==> src/rtl/transmitter1.sv <==
// ---------------------------------------------------------------------------
// transmitter1 - single-wire byte serialiser, one bit per clk.
//
// Frame on tx: idle high, one low start cycle, 8 data bits LSB first, then
// STOP_CYCLES high stop cycles. done pulses in the last stop cycle.
//
// Parameters:
//   STOP_CYCLES  number of high stop cycles after bit 7 (1..15)
//
// Optional feature (macro TX_HOLD_BUF_EN):
//   adds a one-entry holding buffer so a byte can be accepted while a frame
//   is in flight; it is chained onto the line with no idle cycle.
//   Undefined (default): at most one byte is owned by the block.
//
// Ports:
//   clk       system clock, all logic on posedge
//   srst_n    synchronous active-low reset
//   in_valid  in_data holds a byte to send
//   in_ready  block can accept a byte this cycle (combinational)
//   in_data   byte to transmit, bit 0 first
//   tx        serial line, registered, idle high
//   busy      frame in progress (start, data or stop phase)
//   done      one-cycle pulse in the last stop cycle of each frame
// ---------------------------------------------------------------------------
module transmitter1 #(
    parameter int unsigned STOP_CYCLES = 1
) (
    input  logic       clk,
    input  logic       srst_n,
    input  logic       in_valid,
    output logic       in_ready,
    input  logic [7:0] in_data,
    output logic       tx,
    output logic       busy,
    output logic       done
);

    localparam int unsigned DATA_W = 8;
    localparam int unsigned CNT_W  = 3;
    localparam int unsigned STOP_W = 4;

    localparam logic [STOP_W-1:0] STOP_LAST = STOP_W'(STOP_CYCLES);
    localparam logic [CNT_W-1:0]  BIT_LAST  = CNT_W'(DATA_W - 1);

    // Reject illegal stop lengths at elaboration.
    if (STOP_CYCLES == 0 || STOP_CYCLES > 15) begin : g_bad_stop_cycles
        $error("transmitter1: STOP_CYCLES must be in 1..15");
    end

    typedef enum logic [1:0] {
        IDLE  = 2'd0,
        START = 2'd1,
        DATA  = 2'd2,
        STOP  = 2'd3
    } state_t;

    state_t              state;
    state_t              state_nxt;
    logic [CNT_W-1:0]    bit_cnt;
    logic [CNT_W-1:0]    bit_cnt_nxt;
    logic [STOP_W-1:0]   stop_cnt;
    logic [STOP_W-1:0]   stop_cnt_nxt;
    logic [DATA_W-1:0]   shift;
    logic [DATA_W-1:0]   shift_nxt;
    logic                tx_nxt;
    logic                busy_nxt;
    logic                done_nxt;

    logic                xfer;
    logic                last_stop;
    logic                start_frame;
    logic [DATA_W-1:0]   start_data;

`ifdef TX_HOLD_BUF_EN
    logic                buf_valid;
    logic                buf_valid_nxt;
    logic [DATA_W-1:0]   buf_data;
    logic [DATA_W-1:0]   buf_data_nxt;

    // Ready whenever the holding slot is free; never during reset.
    assign in_ready = !buf_valid && srst_n;
`else
    // Only one byte in flight: accept in IDLE only; never during reset.
    assign in_ready = (state == IDLE) && srst_n;
`endif

    assign xfer      = in_valid && in_ready;
    assign last_stop = (state == STOP) && (stop_cnt == STOP_LAST);

    // Next-state and next-output logic.
    always_comb begin
        state_nxt    = state;
        bit_cnt_nxt  = bit_cnt;
        stop_cnt_nxt = stop_cnt;
        shift_nxt    = shift;
        tx_nxt       = tx;
        busy_nxt     = busy;
        done_nxt     = 1'b0;
        start_frame  = 1'b0;
        start_data   = in_data;
`ifdef TX_HOLD_BUF_EN
        buf_valid_nxt = buf_valid;
        buf_data_nxt  = buf_data;
`endif

        case (state)
            IDLE: begin
                tx_nxt   = 1'b1;
                busy_nxt = 1'b0;
                if (xfer) begin
                    start_frame = 1'b1;
                end
            end

            START: begin
                state_nxt   = DATA;
                tx_nxt      = shift[0];
                shift_nxt   = shift >> 1;
                bit_cnt_nxt = '0;
            end

            DATA: begin
                // Counter wraps to 0 after bit 7.
                bit_cnt_nxt = bit_cnt + CNT_W'(1);
                if (bit_cnt == BIT_LAST) begin
                    state_nxt    = STOP;
                    tx_nxt       = 1'b1;
                    stop_cnt_nxt = STOP_W'(1);
                    done_nxt     = (STOP_LAST == STOP_W'(1));
                end else begin
                    tx_nxt    = shift[0];
                    shift_nxt = shift >> 1;
                end
            end

            STOP: begin
                if (last_stop) begin
                    state_nxt    = IDLE;
                    tx_nxt       = 1'b1;
                    busy_nxt     = 1'b0;
                    stop_cnt_nxt = '0;
`ifdef TX_HOLD_BUF_EN
                    // Chain the next frame with no idle cycle.
                    if (buf_valid) begin
                        start_frame   = 1'b1;
                        start_data    = buf_data;
                        buf_valid_nxt = 1'b0;
                    end else if (xfer) begin
                        start_frame = 1'b1;
                    end
`endif
                end else begin
                    stop_cnt_nxt = stop_cnt + STOP_W'(1);
                    done_nxt     = ((stop_cnt + STOP_W'(1)) == STOP_LAST);
                end
            end

            default: begin
                state_nxt = IDLE;
                tx_nxt    = 1'b1;
                busy_nxt  = 1'b0;
            end
        endcase

`ifdef TX_HOLD_BUF_EN
        // A byte accepted while a frame is running waits in the buffer.
        if (xfer && !start_frame) begin
            buf_valid_nxt = 1'b1;
            buf_data_nxt  = in_data;
        end
`endif

        // Launch a frame: start bit goes out next cycle.
        if (start_frame) begin
            state_nxt    = START;
            tx_nxt       = 1'b0;
            busy_nxt     = 1'b1;
            done_nxt     = 1'b0;
            shift_nxt    = start_data;
            bit_cnt_nxt  = '0;
            stop_cnt_nxt = '0;
        end
    end

    // State and output registers.
    always_ff @(posedge clk) begin
        if (!srst_n) begin
            state    <= IDLE;
            bit_cnt  <= '0;
            stop_cnt <= '0;
            shift    <= '0;
            tx       <= 1'b1;
            busy     <= 1'b0;
            done     <= 1'b0;
        end else begin
            state    <= state_nxt;
            bit_cnt  <= bit_cnt_nxt;
            stop_cnt <= stop_cnt_nxt;
            shift    <= shift_nxt;
            tx       <= tx_nxt;
            busy     <= busy_nxt;
            done     <= done_nxt;
        end
    end

`ifdef TX_HOLD_BUF_EN
    // Holding buffer registers.
    always_ff @(posedge clk) begin
        if (!srst_n) begin
            buf_valid <= 1'b0;
            buf_data  <= '0;
        end else begin
            buf_valid <= buf_valid_nxt;
            buf_data  <= buf_data_nxt;
        end
    end
`endif

endmodule
==> config.mk <==
export PLATFORM = sky130hd
export DESIGN_NAME = transmitter1
export DESIGN_NICKNAME = d
export VERILOG_FILES = /design/src/rtl/transmitter1.sv
export SDC_FILE = /design/constraint.sdc
export NUM_CORES = 1
export LEC_CHECK = 0
export ABC_AREA = 0
export BUFFER_PORTS_ARGS = -buffer_cell sky130_fd_sc_hd__buf_2
export CORE_MARGIN = 5
export CORE_UTILIZATION = 50
export DETAILED_ROUTE_END_ITERATION = 10
export PLACE_DENSITY_LB_ADDON = 0.3
export SETUP_SLACK_MARGIN = 0.05
export SLEW_MARGIN = 20
export SYNTH_ARGS = -nofsm -noshare
export SYNTH_HDL_FRONTEND = slang
export SYNTH_SLANG_ARGS = --single-unit
==> constraint.sdc <==
create_clock -name clk -period 2.12 [get_ports clk]
set_input_delay 0.106 -clock clk [delete_from_list [all_inputs] [get_ports clk]]
set_output_delay 0.106 -clock clk [all_outputs]
set_load 0.01 [all_outputs]
==> flow_metrics.env, run 1 <==
export IMPL_cts_tree="yes"
export IMPL_yosysSeqAreaShare=0.360
export IMPL_power_density_nw_per_um2=879
export IMPL_worst_slack_ns=0.206
export IMPL_critPathKind="register to register"
export IMPL_grt_pass1_vias=879
export IMPL_globalRouteOverflowTotal=0
export IMPL_end_kind="register"
export IMPL_ctsRootBufferMaster="clkbuf_4"
export IMPL_p_int_uw=758
export IMPL_routed_via_density=5.42
export IMPL_placed_area_sq_um=1200
export IMPL_initial_core_util=0.513
export IMPL_grt_usage=0.135
export IMPL_switching_share=0.315
export IMPL_met3_usage=0.0271
export IMPL_cts_sinks=20
export IMPL_rows=17
export IMPL_hold_path_startpoint="in_data[3]"
export IMPL_syn_cell_area_sq_um=1110
export IMPL_synthDistinctLibCells=36
export IMPL_place_gp_congestion=0.763
export IMPL_tns_ns=0
export IMPL_yosysTopAreaCell="dfxtp_1"
export IMPL_hold_viol_final=0
export IMPL_grtUsageMet2=0.238
export IMPL_synth_flop_cell="dfxtp_1"
export IMPL_yosysWarnings=0
export IMPL_drc_errors=0
export IMPL_htreeDepth=1
export IMPL_power_leakage_uw=0.000498
export IMPL_pin_count=15
export IMPL_yosysMostFrequentCell="nand2_1"
export IMPL_antenna_found_initial=0
export IMPL_holdPathStages=3
export IMPL_wl_mm=2.15
export IMPL_dieArea_sq_um=3270
export IMPL_drt_iter0_drc=17
export IMPL_ant_nets=0
export IMPL_dp_hpwl_mm=1.59
export IMPL_status="finished clean"
export IMPL_use_met1=0.157
export IMPL_r2r_start="state[0]"
export IMPL_power_total_uw=1110
export IMPL_skew_ns=0.00379
export IMPL_dr_pass1_iters=4
export IMPL_drive_gt1_frac=0.181
export IMPL_clk_latency_ns=0.30
export IMPL_vdd_drop_max_v=0.000476
export IMPL_worst_setup_path_start_kind="register"
export IMPL_finalNetCount=172
export IMPL_ys_top_cells_by_area="dfxtp_1 (36%), ha_1 (12%), nand2_1 (7.1%)"
export IMPL_coreArea_sq_um=2170
export IMPL_pwr_share_seq=0.427
export IMPL_grt_pass1_wl_mm=3.62
export IMPL_rsz0062_at_grt="no"
export IMPL_fmax_ghz=0.522
export IMPL_finalCritPeriodShare=0.903
export IMPL_r2r_end="stop_cnt[3]"
export IMPL_synth_edf_count=0
export IMPL_r2r_cells=6
export IMPL_min_to="shift[3]"
export IMPL_gr_max_usage_layer="met2"
export IMPL_syn_inst=135
export IMPL_yosysTopAreaCellShare=0.360
export IMPL_cts_resized=0
export IMPL_switching_power_uw=348
export IMPL_critPathRequiredTime_ns=2.37
export IMPL_slew_violations=0
export IMPL_place_ws_ns=0.247
export IMPL_syn_area_per_cell_sq_um=8.25
export IMPL_syn2layout_area_growth_pct=12.9
export IMPL_die_y_microns=57.2
export IMPL_holdBufCountCts=0
export IMPL_drv_cap=0
export IMPL_synth_nets=157
export IMPL_postLayoutCoreUtil=0.580
export IMPL_grt_max_degree=18
export IMPL_clockPowerShare=0.283
export IMPL_cts_post_setup_buffers_inserted=0
export IMPL_hold_path_class="input port to register"
export IMPL_setup_viol=0
export IMPL_diodes=0
export IMPL_cts_buffer_depth=2
export IMPL_routed_via_count=959
export IMPL_layout_min_cycle_time_ns=1.91
export IMPL_cp_max_fo=12
export IMPL_ys_ff_latch=20
export IMPL_synth_async_reset_ratio=0
export IMPL_fp_dieW_microns=57.2
export IMPL_worstMarginPinSlew_ns=0.408
export IMPL_maxSlewHeadroom=0.728
export IMPL_r2r_slack_ns=0.21
export IMPL_cts_made_buffers=3
export IMPL_path_clk_slew_ns=0.12
export IMPL_synth_commonest_cells="nand2_1 (21), dfxtp_1 (20), ha_1 (11)"
export IMPL_post_drt_wl_per_cell_microns=12.1
export IMPL_combPwrFrac=0.290
export IMPL_port_buffers=14
export IMPL_final_area_sq_um=1260
export IMPL_crit_arrival_ns=2.16
==> layout by cell type (no fill, tap or decap) <==
cell type  synthesis  routed
nor3b_4            1       1
bufinv_16          0       1
and2_1             3       3
nor3_1             1       1
inv_1              5       5
or2b_1             1       1
a311oi_1           1       1
o2111ai_1          1       1
a32oi_1            1       1
a21oi_1            8       8
dfxtp_1           20      20
o21ai_0            8       8
o211ai_1           2       2
or4_1              2       2
a31oi_1            7       7
nand3b_1           1       1
nand2b_2           1       1
nand2b_1           3       3
nor2_1             8       8
nand4b_1           1       1
buf_4              1       2
mux2i_1            1       1
o21ai_1            7       7
buf_2              2      14
and3_1             1       1
xor2_1             1       1
o21ai_2            2       2
a211oi_1           1       1
nor2_2             1       1
clkbuf_4           0       3
o31ai_1            2       2
and2_2             1       1
nand2_1           21      21
nand3_1            3       3
ha_1              11      11
nand3_2            1       1
nor2b_1            1       1
==> sequential cells by signal (all words and copies together) (netlist names) <==
| signal | flops |
|---|---|
| stop_cnt | 4 |
| busy | 1 |
| state | 2 |
| bit_cnt | 3 |
| done | 1 |
| shift | 8 |
| tx | 1 |
==> power groups by stage <==
stage	combinational [uW]	sequential [uW]	clock (uW)
finish	320	472	313
global placement	316	478	0
detailed placement	321	480	0
global route	364	481	336
CTS	323	472	320
floorplan	246	477	0
==> critical path: stages, from the launching register on <==
cell and delay, ns:
dfxtp_1 0.43, inv_1 0.13, ha_1 0.37, nand2b_2 0.17, o21ai_2 0.10, or4_1 0.52
a21oi_1 0.14
==> worst max path at each step <==
stage	from	end	depth (start not counted)
after floorplan	state[0]	stop_cnt[3]	6
after global placement	state[0]	stop_cnt[3]	6
after detailed placement	state[0]	stop_cnt[3]	6
after CTS	state[0]	stop_cnt[3]	6
after global routing	state[0]	stop_cnt[3]	6
final	state[0]	stop_cnt[3]	6
==> per-layer routing <==
layer,part of all wire,routed length [microns]
met5,0,0
met4,0.022,47
met1,0.45,972
met3,0.048,104
met2,0.48,1020
==> through the flow <==
step                      std cells  hold slack (ns)
final                           177           0.0403
after global routing            177           0.0389
after CTS                       177           0.0383
after detailed placement        173            0.373
after global placement          173            0.370
after floorplan                 135            0.258
==> cell type report <==
type	instances	area (sq um)
tap	28	35.0
clock inverter	1	30.0
fill	205	912
clock buffer	3	22.5
timing repair buffer	16	85.1
sequential	20	400
multi-input combinational	104	666
inverter	5	18.8
==> logic make-up (layout without fill, tap and decap cells) <==
family / after synthesis / after routing / synth area share
AOI/OAI and AO/OA: 40 / 40 / 0.216
xor gates and xnor gates: 1 / 1 / 0.00787
adders and majority gates: 11 / 11 / 0.124
buffers and inverters: 11 / 25 / 0.0427
DFF: 20 / 20 / 0.360
muxes: 1 / 1 / 0.00899
and+or+nand+nor: 51 / 51 / 0.242
Power figures use the tool's default switching activity.
==> run 2, diff against run 1 <==
--- a/config.mk
+++ b/config.mk
@@ -7,6 +7,7 @@
 export LEC_CHECK = 0
 export ABC_AREA = 0
 export BUFFER_PORTS_ARGS = -buffer_cell sky130_fd_sc_hd__buf_2
+export CORE_ASPECT_RATIO = 1.25
 export CORE_MARGIN = 5
 export CORE_UTILIZATION = 50
 export DETAILED_ROUTE_END_ITERATION = 10
==> run 2 against run 1 <==
Effect of this change: count of clock-buffer cells in the layout increased by 1; clock power fell by 28%; combinational power grew 2%; critical path type unchanged; register-to-register slack about the same; setup slack improved by 0.0034 ns.
==> flow_metrics.env, run 2 (same netlist as run 1, synthesis figures left out) <==
export IMPL_status="finished clean"
export IMPL_worstMarginPinSlew_ns=0.401
export IMPL_cts_buffer_depth=2
export IMPL_dieArea_sq_um=3280
export IMPL_die_y_microns=62.8
export IMPL_path_clk_slew_ns=0.11
export IMPL_syn2layout_area_growth_pct=12.5
export IMPL_top_register="shift"
export IMPL_power_density_nw_per_um2=819
export IMPL_grt_usage=0.152
export IMPL_dp_hpwl_mm=1.66
export IMPL_holdBufCountCts=0
export IMPL_port_buffers=14
export IMPL_finalNetCount=172
export IMPL_initial_core_util=0.515
export IMPL_hold_viol_final=0
export IMPL_ctsRootBufferMaster="clkbuf_4"
export IMPL_antenna_found_initial=0
export IMPL_fp_dieW_microns=52.2
export IMPL_diodes=0
export IMPL_dr_pass1_iters=4
export IMPL_fmax_ghz=0.523
export IMPL_finalCritPeriodShare=0.901
export IMPL_critPathRequiredTime_ns=2.37
export IMPL_skew_ns=0.00161
export IMPL_multi_input_area_sq_um=673
export IMPL_cts_made_buffers=3
export IMPL_routed_via_density=5.39
export IMPL_cts_post_setup_buffers_inserted=0
export IMPL_layout_min_cycle_time_ns=1.91
export IMPL_rsz0062_at_grt="no"
export IMPL_grt_pass1_vias=918
export IMPL_critPathKind="register to register"
export IMPL_final_common_cell="nand2_1"
export IMPL_wl_mm=2.16
export IMPL_final_cell_mix="nand2_1 (21), dfxtp_1 (20), buf_2 (14), ha_1 (11)"
export IMPL_routed_via_count=970
export IMPL_pin_count=15
export IMPL_maxSlewHeadroom=0.733
export IMPL_globalRouteOverflowTotal=0
export IMPL_slew_violations=0
export IMPL_filler_cell_count=212
export IMPL_drv_cap=0
export IMPL_post_drt_wl_per_cell_microns=12.0
export IMPL_cts_tree="yes"
export IMPL_htreeDepth=1
export IMPL_drive_gt1_frac=0.181
export IMPL_power_leakage_uw=0.000492
export IMPL_coreArea_sq_um=2160
export IMPL_place_gp_congestion=0.763
export IMPL_cp_max_fo=12
export IMPL_seqCellArea_sq_um=400
export IMPL_hold_path_class="input port to register"
export IMPL_ant_nets=0
export IMPL_drt_iter0_drc=17
export IMPL_grt_max_degree=18
export IMPL_met1_length_microns=934
export IMPL_routed_top_layer="met4"
export IMPL_rows=19
export IMPL_setup_viol=0
export IMPL_drc_errors=0
export IMPL_clk_latency_ns=0.31
export IMPL_crit_arrival_ns=2.16
export IMPL_whs_ns=0.0337
export IMPL_end_kind="register"
export IMPL_dr_wl_met3_microns=103
export IMPL_cts_sinks=20
export IMPL_reg_largest_list="shift: 8 flops, stop_cnt: 4 flops, bit_cnt: 3 flops"
export IMPL_tns_ns=0
export IMPL_vdd_drop_max_v=0.000512
export IMPL_worst_setup_path_start_kind="register"
export IMPL_grt_pass1_wl_mm=3.88
export IMPL_largest_reg_flops=8
export IMPL_routed_wl_met2_mm=1.10
export IMPL_power_total_uw=1030
==> run 2: what timing repair did <==
item	4_1_cts	5_1_grt
resized for setup	0	1
endpoints found under the hold margin	0	0
endpoints found under the setup margin	0	8
==> run 2: power breakdown <==
part / switching [uW] / leakage (uW) / internal [uW]
logic: 198 / 0.000307 / 129
clock network: 121 / 0.0000210 / 105
registers: 36.3 / 0.000164 / 436
==> run 2: path summary, 6_finish.rpt <==
check | from | end | slack [ns] | cells past startpoint
worst max-delay path | state[0] | stop_cnt[3] | 0.21 | 6
worst min-delay path | in_data[1] | shift[1] | 0.03 | 3
worst max register to register | state[0] | stop_cnt[3] | 0.21 | 6
worst min register to register | shift[2] | shift[1] | 0.49 | 2
==> run 2: stage by stage <==
stage          cells  utilization  worst slack, ns  cell area (sq um)
3_3_place_gp     176        0.559            0.240               1210
3_5_place_dp     176        0.559            0.166               1210
4_1_cts          180        0.575            0.149               1240
6_report         180        0.579            0.209               1250
5_1_grt          180        0.579           0.0774               1250
2_1_floorplan    135            -            0.528               1110
==> run 2: area by class of cell <==
| cell class | instances | area share |
|---|---|---|
| multi-input combinational | 104 | 0.537 |
| sequential | 20 | 0.320 |
| timing repair buffer | 16 | 0.0679 |
| tap | 31 | 0.0310 |
| clock buffer | 4 | 0.0290 |
| inverter | 5 | 0.0150 |
==> run 2: layer usage <==
| metal | global-route usage | vias up |
|---|---|---|
| met5 | 0 | - |
| met4 | 0.0479 | 0 |
| met3 | 0.0406 | 4 |
| met2 | 0.269 | 16 |
| met1 | 0.171 | 448 |
| li1 | - | 502 |
==> run 2: critical path, cell delays in order (launching register included) <==
cell      delay [ns]
dfxtp_1         0.42
inv_1           0.13
ha_1            0.36
nand2b_2        0.17
o21ai_2         0.11
or4_1           0.52
a21oi_1         0.14
